File: config.mk
export PLATFORM = sky130hd
export DESIGN_NAME = cpu_ctrl_sequencer
export DESIGN_NICKNAME = d
export VERILOG_FILES = /design/src/rtl/cpu_ctrl_sequencer.sv
export SDC_FILE = /design/constraint.sdc
export NUM_CORES = 1
export LEC_CHECK = 0
export CORE_MARGIN = 4
export CORE_UTILIZATION = 53
export DETAILED_ROUTE_END_ITERATION = 6
export HOLD_SLACK_MARGIN = 0.03
export MAX_ROUTING_LAYER = met4
export PLACE_DENSITY = 0.85
export SLEW_MARGIN = 20
export SYNTH_ARGS = -nofsm -noshare
export SYNTH_HDL_FRONTEND = slang
export SYNTH_SLANG_ARGS = --single-unit
File: constraint.sdc
create_clock -name i_clk -period 5.4 [get_ports i_clk]
set_clock_uncertainty 0.05 [all_clocks]
set_input_delay 1.08 -clock i_clk [delete_from_list [all_inputs] [get_ports i_clk]]
set_output_delay 1.08 -clock i_clk [all_outputs]
set_load 0.02 [all_outputs]
File: src/rtl/cpu_ctrl_sequencer.sv
// cpu_ctrl_sequencer: instruction-driven control sequencer for the 8-bit CPU
// datapath. It accepts 16-bit instruction words over valid/ready and drives
// the register strobes, ALU controls and immediate bus. Each data-moving
// instruction gets a SETUP cycle (bus drivers settle) followed by a STROBE
// cycle (active-low write strobe fires).
//
// Ports:
//   i_clk, i_rstn                     clock, async active-low reset
//   i_instr, i_instr_valid            instruction word and its valid
//   o_instr_ready                     word accepted this cycle when valid
//   i_zr                              ALU zero flag (sampled on SKZ accept)
//   o_a_wrtn/o_a_rdn/o_b_wrtn/o_b_rdn active-low A/B write/read strobes
//   o_alu_opcode, o_cin               ALU operation and carry-in
//   o_alu_sel, o_alu_flag_sel         ALU drives bus / ALU flags update
//   o_bus_data, o_bus_oe              immediate value and its bus enable
//   o_illegal                         one-cycle pulse on undefined class
//   o_halted                          sequencer halted until reset
//   o_instr_cnt                       retired-instruction counter (wraps)
//
// Build option: define CPU_CTRL_COND_SKIP_EN to implement SKZ (class 0x8).
// Without it class 0x8 is illegal and i_zr is ignored.
module cpu_ctrl_sequencer #(
  parameter int unsigned IMM_W = 8,
  parameter int unsigned CNT_W = 8
) (
  input  logic             i_clk,
  input  logic             i_rstn,
  input  logic [15:0]      i_instr,
  input  logic             i_instr_valid,
  output logic             o_instr_ready,
  input  logic             i_zr,
  output logic             o_a_wrtn,
  output logic             o_a_rdn,
  output logic             o_b_wrtn,
  output logic             o_b_rdn,
  output logic [3:0]       o_alu_opcode,
  output logic             o_cin,
  output logic             o_alu_sel,
  output logic             o_alu_flag_sel,
  output logic [IMM_W-1:0] o_bus_data,
  output logic             o_bus_oe,
  output logic             o_illegal,
  output logic             o_halted,
  output logic [CNT_W-1:0] o_instr_cnt
);

  localparam int unsigned INSTR_W = 16;

  localparam logic [3:0] CLS_NOP   = 4'h0;
  localparam logic [3:0] CLS_LDA   = 4'h1;
  localparam logic [3:0] CLS_LDB   = 4'h2;
  localparam logic [3:0] CLS_ALUA  = 4'h3;
  localparam logic [3:0] CLS_ALUB  = 4'h4;
  localparam logic [3:0] CLS_MOVAB = 4'h5;
  localparam logic [3:0] CLS_MOVBA = 4'h6;
  localparam logic [3:0] CLS_HALT  = 4'hF;
`ifdef CPU_CTRL_COND_SKIP_EN
  localparam logic [3:0] CLS_SKZ   = 4'h8;
`endif

  typedef enum logic [2:0] {
    ST_IDLE, ST_FETCH, ST_SETUP, ST_STROBE, ST_HALT
  } state_e;

  state_e             state_q, state_d;
  logic [INSTR_W-1:0] instr_q, instr_d;
  logic               retire, illegal_d, discard;

  logic               ready_q, ready_d, halted_q, halted_d, illegal_q;
  logic               a_wrtn_q, a_wrtn_d, a_rdn_q, a_rdn_d;
  logic               b_wrtn_q, b_wrtn_d, b_rdn_q, b_rdn_d;
  logic [3:0]         opcode_q, opcode_d;
  logic               cin_q, cin_d, alu_sel_q, alu_sel_d, flag_q, flag_d;
  logic [IMM_W-1:0]   data_q, data_d;
  logic               oe_q, oe_d;
  logic [CNT_W-1:0]   cnt_q, cnt_d;
  logic [3:0]         ex_cls;
  logic               in_seq, in_strobe;

`ifdef CPU_CTRL_COND_SKIP_EN
  logic skip_q, skip_d;
  assign discard = skip_q;

  // Skip flag: set by SKZ when the zero flag is high, consumed by next word
  always_ff @(posedge i_clk or negedge i_rstn) begin
    if (!i_rstn) skip_q <= 1'b0;
    else         skip_q <= skip_d;
  end
`else
  logic unused_zr;
  assign discard   = 1'b0;
  assign unused_zr = i_zr;
`endif

  // State register
  always_ff @(posedge i_clk or negedge i_rstn) begin
    if (!i_rstn) state_q <= ST_IDLE;
    else         state_q <= state_d;
  end

  // Next state, instruction capture, retire and illegal detection
  always_comb begin
    state_d   = state_q;
    instr_d   = instr_q;
    retire    = 1'b0;
    illegal_d = 1'b0;
`ifdef CPU_CTRL_COND_SKIP_EN
    skip_d    = skip_q;
`endif
    case (state_q)
      ST_IDLE:   state_d = ST_FETCH;
      ST_FETCH: begin
        if (i_instr_valid) begin
          if (discard) begin
            // Skipped word: not executed, not counted, never illegal
`ifdef CPU_CTRL_COND_SKIP_EN
            skip_d = 1'b0;
`endif
          end else begin
            instr_d = i_instr;
            case (i_instr[15:12])
              CLS_NOP: retire = 1'b1;
              CLS_LDA, CLS_LDB, CLS_ALUA, CLS_ALUB, CLS_MOVAB, CLS_MOVBA:
                state_d = ST_SETUP;
`ifdef CPU_CTRL_COND_SKIP_EN
              CLS_SKZ: begin
                skip_d = i_zr;
                retire = 1'b1;
              end
`endif
              CLS_HALT: begin
                state_d = ST_HALT;
                retire  = 1'b1;
              end
              default: begin
                illegal_d = 1'b1;
                retire    = 1'b1;
              end
            endcase
          end
        end
      end
      ST_SETUP:  state_d = ST_STROBE;
      ST_STROBE: begin
        state_d = ST_FETCH;
        retire  = 1'b1;
      end
      ST_HALT:   state_d = ST_HALT;
      default:   state_d = ST_IDLE;
    endcase
  end

  // Output decode from the upcoming state so every output is registered
  always_comb begin
    ex_cls    = instr_d[15:12];
    in_seq    = (state_d == ST_SETUP) || (state_d == ST_STROBE);
    in_strobe = (state_d == ST_STROBE);
    ready_d   = (state_d == ST_FETCH);
    halted_d  = (state_d == ST_HALT);
    a_wrtn_d  = ~(in_strobe && ((ex_cls == CLS_LDA) || (ex_cls == CLS_ALUA) ||
                                (ex_cls == CLS_MOVBA)));
    b_wrtn_d  = ~(in_strobe && ((ex_cls == CLS_LDB) || (ex_cls == CLS_ALUB) ||
                                (ex_cls == CLS_MOVAB)));
    a_rdn_d   = ~(in_seq && (ex_cls == CLS_MOVAB));
    b_rdn_d   = ~(in_seq && (ex_cls == CLS_MOVBA));
    alu_sel_d = in_seq && ((ex_cls == CLS_ALUA) || (ex_cls == CLS_ALUB));
    flag_d    = in_strobe && ((ex_cls == CLS_ALUA) || (ex_cls == CLS_ALUB));
    oe_d      = in_seq && ((ex_cls == CLS_LDA) || (ex_cls == CLS_LDB));
    // Opcode, carry-in and immediate hold their last driven value
    opcode_d  = alu_sel_d ? instr_d[11:8] : opcode_q;
    cin_d     = alu_sel_d ? instr_d[7] : cin_q;
    data_d    = oe_d ? instr_d[IMM_W-1:0] : data_q;
    cnt_d     = retire ? cnt_q + CNT_W'(1) : cnt_q;
  end

  // Instruction, counter and output registers
  always_ff @(posedge i_clk or negedge i_rstn) begin
    if (!i_rstn) begin
      instr_q   <= '0;
      cnt_q     <= '0;
      ready_q   <= 1'b0;
      halted_q  <= 1'b0;
      illegal_q <= 1'b0;
      a_wrtn_q  <= 1'b1;
      a_rdn_q   <= 1'b1;
      b_wrtn_q  <= 1'b1;
      b_rdn_q   <= 1'b1;
      opcode_q  <= '0;
      cin_q     <= 1'b0;
      alu_sel_q <= 1'b0;
      flag_q    <= 1'b0;
      data_q    <= '0;
      oe_q      <= 1'b0;
    end else begin
      instr_q   <= instr_d;
      cnt_q     <= cnt_d;
      ready_q   <= ready_d;
      halted_q  <= halted_d;
      illegal_q <= illegal_d;
      a_wrtn_q  <= a_wrtn_d;
      a_rdn_q   <= a_rdn_d;
      b_wrtn_q  <= b_wrtn_d;
      b_rdn_q   <= b_rdn_d;
      opcode_q  <= opcode_d;
      cin_q     <= cin_d;
      alu_sel_q <= alu_sel_d;
      flag_q    <= flag_d;
      data_q    <= data_d;
      oe_q      <= oe_d;
    end
  end

  assign o_instr_ready  = ready_q;
  assign o_halted       = halted_q;
  assign o_illegal      = illegal_q;
  assign o_a_wrtn       = a_wrtn_q;
  assign o_a_rdn        = a_rdn_q;
  assign o_b_wrtn       = b_wrtn_q;
  assign o_b_rdn        = b_rdn_q;
  assign o_alu_opcode   = opcode_q;
  assign o_cin          = cin_q;
  assign o_alu_sel      = alu_sel_q;
  assign o_alu_flag_sel = flag_q;
  assign o_bus_data     = data_q;
  assign o_bus_oe       = oe_q;
  assign o_instr_cnt    = cnt_q;

endmodule
==> results of run 1 <==
[path summary, 6_finish.rpt]
path,start,end,slack [ns]
max,i_instr_valid,o_bus_data[1]$_DFFE_PN0P_,1.73
max in group asynchronous,i_rstn,instr_q[3]$_DFF_PN0_,4.17
min reg2reg,instr_q[15]$_DFF_PN0_,o_alu_flag_sel$_DFF_PN0_,0.42
min in group asynchronous,i_rstn,o_illegal$_DFF_PN0_,0.73
max reg2reg,state_q[2]$_DFF_PN0_,o_bus_data[1]$_DFFE_PN0P_,2.48
min,instr_q[15]$_DFF_PN0_,o_alu_flag_sel$_DFF_PN0_,0.42
[cell type report]
type	count	area, µm²
Inverter	3	11.3
Sequential cell	50	1260
Clock inverter	1	30.0
Timing Repair Buffer	50	495
Clock buffer	7	86.3
Multi-Input combinational cell	98	806
Tap cell	48	60.1
Fill cell	233	1030
[cells by family after synthesis]
logic type / count (synthesis) / share of synthesized area [%]
and+or+nand+nor: 42 / 10.5
xor gates and xnor gates: 9 / 3.71
DFF: 50 / 59.2
buffers and inverters: 13 / 3.59
AOI/OAI and AO/OA: 16 / 5.72
adders and majority gates: 1 / 0.589
muxes: 30 / 16.7
[power breakdown]
part	total [mW]	internal (mW)	switching (mW)
Clock	0.267	0.151	0.116
Sequential	0.538	0.472	0.0660
Combinational	0.437	0.233	0.204
Total	1.24	0.856	0.386
[sequential cells by signal (all words and copies together) (netlist names), 3 cells and up]
signal and cells:
o_bus_data 8, instr_q 16, state_q 3, o_alu_opcode 4, o_instr_cnt 8
[per-layer routing]
layer	vias to the layer above	track usage, %	part of all wire (%)
met5	-	-	0
met4	0	6.68	1.9
met3	7	4.63	5.7
met2	44	27.4	48
met1	676	22.0	44
li1	658	-	-
[cell usage after synthesis (4+ instances only)]
cell      count  area (µm²)
nand2_1       7        26.3
xor2_1        6        52.6
dfrtp_1      46        1150
mux2_4        5        75.1
nor2_1        7        26.3
nor3_1        6        30.0
nand3_1       6        30.0
nand2b_1      5        31.3
dfstp_2       4         105
clkbuf_1      5        18.8
mux2_2       24         270
[stage by stage]
step           total power [mW]  util, %  setup WS, ns  cell area, µm²
3_5_place_dp              0.983     69.6          1.39            2630
2_1_floorplan             0.779        -          2.33            2120
4_1_cts                    1.25     72.7          1.71            2740
5_1_grt                    1.31     72.8          1.58            2750
6_report                   1.24     72.8          1.73            2750
3_3_place_gp              0.965     69.6          1.45            2630
[cells in the final DEF, fill, tap and decap left out, types with 2 or more instances in the layout]
cell type | Yosys | layout
a32o_1 | 2 | 2
o211ai_1 | 2 | 2
nor4_1 | 2 | 2
mux2_2 | 24 | 24
dfrtp_1 | 46 | 46
dfstp_2 | 4 | 4
xnor2_1 | 3 | 3
nand3_1 | 6 | 6
nand2b_1 | 5 | 5
nand2_1 | 7 | 7
clkbuf_8 | 0 | 6
o21ai_0 | 3 | 3
inv_1 | 3 | 3
buf_4 | 1 | 2
clkdlybuf4s50_1 | 0 | 48
nor2_1 | 7 | 7
nor3_1 | 6 | 6
nand3b_1 | 3 | 3
mux2_4 | 5 | 5
xor2_1 | 6 | 6
[worst max-delay path, delay by kind of cell]
family | cells | cell delay [ns]
AND/OR/NAND/NOR | 2 | 0.60
AO/OA/AOI/OAI | 1 | 0.50
multiplexers | 2 | 0.78
buffers and inverters | 2 | 0.84
==> results.json, run 1 <==
{
  "status": "finished clean",
  "placed_cells": 249,
  "start_util_pct": 56.3,
  "place_hpwl_um": 2800,
  "ys_seq_area_share_pct": 59.2,
  "drive_above_1_share_pct": 21.5,
  "die_width_um": 71.3,
  "cpMostUsedCell": "mux2_2",
  "endpoint_kind": "flop",
  "ys.flop_type": "dfrtp_1",
  "viasPerCell": 5.39,
  "synth_seq_cells": 50,
  "avgSynthCellArea_um2": 13.2,
  "hold_class": "flop to flop",
  "rsz0062_at_grt": "false",
  "hold_slack_ns": 0.423,
  "fin_crit_ns": 3.67,
  "final_antenna_net_count": 0,
  "fp.coreArea_um2": 3770,
  "vias": 1385,
  "first_pass_iters": 4,
  "critPathArrivalTime_ns": 3.80,
  "cts.repair.resized": 0,
  "gr-total-overflow": 0,
  "grt_pass1_wl_um": 6800,
  "grt_pass1_vias": 1474,
  "synth-edff-count": 0,
  "min_path_cells": 1,
  "synthToLayoutAreaGrowth_pct": 29.3,
  "setup.worst_path.class": "primary input to flop",
  "syn_nets": 182,
  "synthArstFlopShare_pct": 100,
  "cp.required_ns": 5.53,
  "wire_per_inst_um": 15.1,
  "place_congestion": 0.798,
  "fin_setup_tns_ns": 0,
  "pwr_density_cell_nw_per_um2": 453,
  "drc": 0,
  "min_period_over_period_pct": 68.0,
  "drt_wl_total_um": 3890,
  "clk_pin_slew_worst_paths_ns": 0.08,
  "clock-sinks": 50,
  "setup_viol": 0,
  "grt_max_degree": 51,
  "drv_slew": 0,
  "hold_viol_final": 0,
  "ir_drop_mv": 0.295,
  "htree_levels": 2,
  "synthDistinctLibCells": 38,
  "synthCells": 161,
  "max_stage_delay_ns": 0.51,
  "nets": 229,
  "diodes": 0,
  "crit_fanout": 26,
  "critical_path.cell_chain": "clkdlybuf4s50_1 > nor4bb_4 > buf_4 > mux2_2 > nor3_1 > o2111a_1 > mux2_2",
  "slowest_stage": "clkdlybuf4s50_1",
  "instances_no_fill": 257,
  "grt_usage_pct": 17.6,
  "reg2reg_depth": 6,
  "synth_area_um2": 2120,
  "port_buffers": 49,
  "startpoint_type": "primary input",
  "rows": 22,
  "cap_violations": 0,
  "relSlewSlack_pct": 58.5,
  "ctsLongestPathBuffers": 2,
  "cts_setup_buffers": 0,
  "io_pins": 51,
  "yosys_warnings": 0,
  "die_area_um2": 5080,
  "cts_tree": "yes",
  "insertion_delay_ns": 0.30,
  "cts_buffers": 5,
  "ctsRootBufferMaster": "clkbuf_8",
  "drt_iter0_drc": 71,
  "fmax_ghz": 0.272,
  "cellLeakagePower_nw": 1.19,
  "antenna_found_initial": 0,
  "hold_buffers": 0,
  "dieHeight_um": 71.3,
  "worst_pin_slew_ns": 0.618
}
No activity file was read; power rests on OpenSTA's default activity.
==> inputs of run 2 (changes only) <==
--- a/config.mk
+++ b/config.mk
@@ -6,11 +6,11 @@
 export NUM_CORES = 1
 export LEC_CHECK = 0
 export CORE_MARGIN = 4
-export CORE_UTILIZATION = 53
+export CORE_UTILIZATION = 49
 export DETAILED_ROUTE_END_ITERATION = 6
 export HOLD_SLACK_MARGIN = 0.03
 export MAX_ROUTING_LAYER = met4
-export PLACE_DENSITY = 0.85
+export PLACE_DENSITY = 0.79
 export SLEW_MARGIN = 20
 export SYNTH_ARGS = -nofsm -noshare
 export SYNTH_HDL_FRONTEND = slang
==> constraint.sdc (replaced) <==
create_clock -name i_clk -period 3.4 [get_ports i_clk]
set_clock_uncertainty 0.05 [all_clocks]
set_input_delay 0.68 -clock i_clk [delete_from_list [all_inputs] [get_ports i_clk]]
set_output_delay 0.68 -clock i_clk [all_outputs]
set_load 0.02 [all_outputs]
==> run 2 against run 1 <==
Against the previous run: cell count rose by 2.3%; non-clock buffer count rose by 4; register-to-register slack got worse by 1.7 ns; via count rose by 0.94%; critical path depth fell by 1; sequential share of layout area fell by 0.96 points; largest cell class unchanged.
==> results.json, run 2 (synthesized netlist as in run 1, its figures left out) <==
{
  "status": "finished clean",
  "min_period_over_period_pct": 87.9,
  "grt_pass1_wl_um": 6510,
  "fin_setup_tns_ns": 0,
  "port_buffers": 49,
  "p_sw_uw": 613,
  "endpoint_kind": "flop",
  "cap_violations": 0,
  "combPwrFrac_pct": 34.0,
  "fin_crit_ns": 2.99,
  "io_pins": 51,
  "final_antenna_net_count": 0,
  "n_fill_cell": 286,
  "cts.repair.resized": 0,
  "cts_buffers": 5,
  "die_width_um": 73.8,
  "insertion_delay_ns": 0.30,
  "cts_tree": "yes",
  "ir_drop_mv": 0.484,
  "start_util_pct": 52.0,
  "viasPerCell": 5.32,
  "ctsRootBufferMaster": "clkbuf_8",
  "slowest_stage": "clkdlybuf4s50_1",
  "synthToLayoutAreaGrowth_pct": 32.1,
  "wire_per_inst_um": 15.0,
  "pwr_density_cell_nw_per_um2": 731,
  "setup_viol": 0,
  "final_cell_mix": "clkdlybuf4s50_1 (48), dfrtp_1 (46), mux2_2 (24)",
  "vias": 1398,
  "grt_usage_pct": 16.2,
  "htree_levels": 2,
  "hold_buffers": 0,
  "crit_fanout": 9,
  "max_flop_register": "instr_q",
  "fp.coreArea_um2": 4090,
  "pwr-share-clk_pct": 24.3,
  "startpoint_type": "primary input",
  "worst_pin_slew_ns": 0.598,
  "cellLeakagePower_nw": 1.22,
  "place_hpwl_um": 2820,
  "max_stage_delay_ns": 0.53,
  "post-route-util_pct": 68.6,
  "place_congestion": 0.791,
  "cpMostUsedCell": "mux2_2",
  "drive_above_1_share_pct": 23.5,
  "rows": 23,
  "grt_pass1_vias": 1449,
  "die_area_um2": 5450,
  "drv_slew": 0,
  "diodes": 0,
  "largest_reg_flops": 16,
  "hold_class": "primary input to asynchronous set/reset pin",
  "intPower_mw": 1.44,
  "rsz0062_at_grt": "false",
  "dieHeight_um": 73.8,
  "power_frac_seq_pct": 41.8,
  "grt_max_degree": 51,
  "antenna_found_initial": 0,
  "ctsLongestPathBuffers": 2,
  "drc": 0,
  "final_common_cell": "clkdlybuf4s50_1",
  "setup.worst_path.class": "primary input to flop",
  "relSlewSlack_pct": 60.1,
  "critPathArrivalTime_ns": 3.12,
  "clk_pin_slew_worst_paths_ns": 0.08,
  "nets": 233,
  "fmax_ghz": 0.335,
  "critical_path.cell_chain": "clkdlybuf4s50_1 > nor4bb_4 > mux2_2 > nor3_1 > o2111a_1 > mux2_2",
  "cts_setup_buffers": 0,
  "first_pass_iters": 4,
  "drt_wl_total_um": 3940,
  "clock-sinks": 50,
  "cp.required_ns": 3.53,
  "hold_viol_final": 0,
  "swShare_pct": 29.9,
  "gr-total-overflow": 0,
  "hold_slack_ns": 0.332,
  "drt_iter0_drc": 91
}
==> run 2: cell types whose count changed in the layout (fill, tap and decap cells not counted), sizes merged <==
cell	change
clkbuf	-1
bufinv	+1
buf	+4
==> run 2: worst paths after layout <==
check | from | end | slack (ns) | depth (start not counted)
min in group i_clk | o_instr_cnt[7]$_DFFE_PN0P_ | o_instr_cnt[7]$_DFFE_PN0P_ | 0.42 | 1
setup reg to reg | state_q[2]$_DFF_PN0_ | o_bus_data[4]$_DFFE_PN0P_ | 0.80 | 5
setup / recovery | i_instr_valid | o_bus_data[4]$_DFFE_PN0P_ | 0.41 | 6
max in group asynchronous | i_rstn | instr_q[13]$_DFF_PN0_ | 2.56 | 1
hold / removal | i_rstn | o_alu_opcode[0]$_DFFE_PN0P_ | 0.33 | 1
hold reg to reg | o_instr_cnt[7]$_DFFE_PN0P_ | o_instr_cnt[7]$_DFFE_PN0P_ | 0.42 | 1
==> run 2: final cells by class <==
cell class	count	area, µm²	share of cell area, %
clock inverter	2	60.1	2.14
tap	50	62.6	2.23
clock buffer	6	82.6	2.95
timing repair buffer	54	526	18.7
multi-input combinational	98	806	28.7
sequential	50	1260	44.8
inverter	3	11.3	0.402
==> run 2: metrics by stage <==
step | total power, mW | instances | area (µm²) | setup slack, ns
6_report | 2.05 | 263 | 2800 | 0.411
5_1_grt | 2.16 | 263 | 2800 | 0.328
4_1_cts | 2.08 | 263 | 2800 | 0.414
3_5_place_dp | 1.57 | 255 | 2660 | 0.101
3_3_place_gp | 1.54 | 255 | 2660 | 0.151
2_1_floorplan | 1.24 | 161 | 2120 | 0.729
==> run 2: worst max-delay path, delay by kind of cell <==
| family | cells | cell delay, ns |
|---|---|---|
| AOI/OAI and AO/OA | 1 | 0.51 |
| buffers and inverters | 1 | 0.53 |
| muxes | 2 | 0.78 |
| and+or+nand+nor | 2 | 0.63 |
==> run 2: power by group through the flow <==
stage | logic [mW] | clock network, mW | registers, mW
2_1_floorplan | 0.251 | 0 | 0.987
3_3_place_gp | 0.685 | 0 | 0.856
3_5_place_dp | 0.700 | 0 | 0.866
4_1_cts | 0.704 | 0.515 | 0.857
5_1_grt | 0.745 | 0.539 | 0.877
6_report | 0.696 | 0.497 | 0.856
==> run 2: routing by layer <==
layer / vias up / GRT usage [%] / part of all wire, %
met5: - / - / 0
met4: 0 / 6.24 / 0.61
met1: 689 / 18.8 / 43
met3: 2 / 5.20 / 6.2
met2: 46 / 26.2 / 51
li1: 661 / - / -
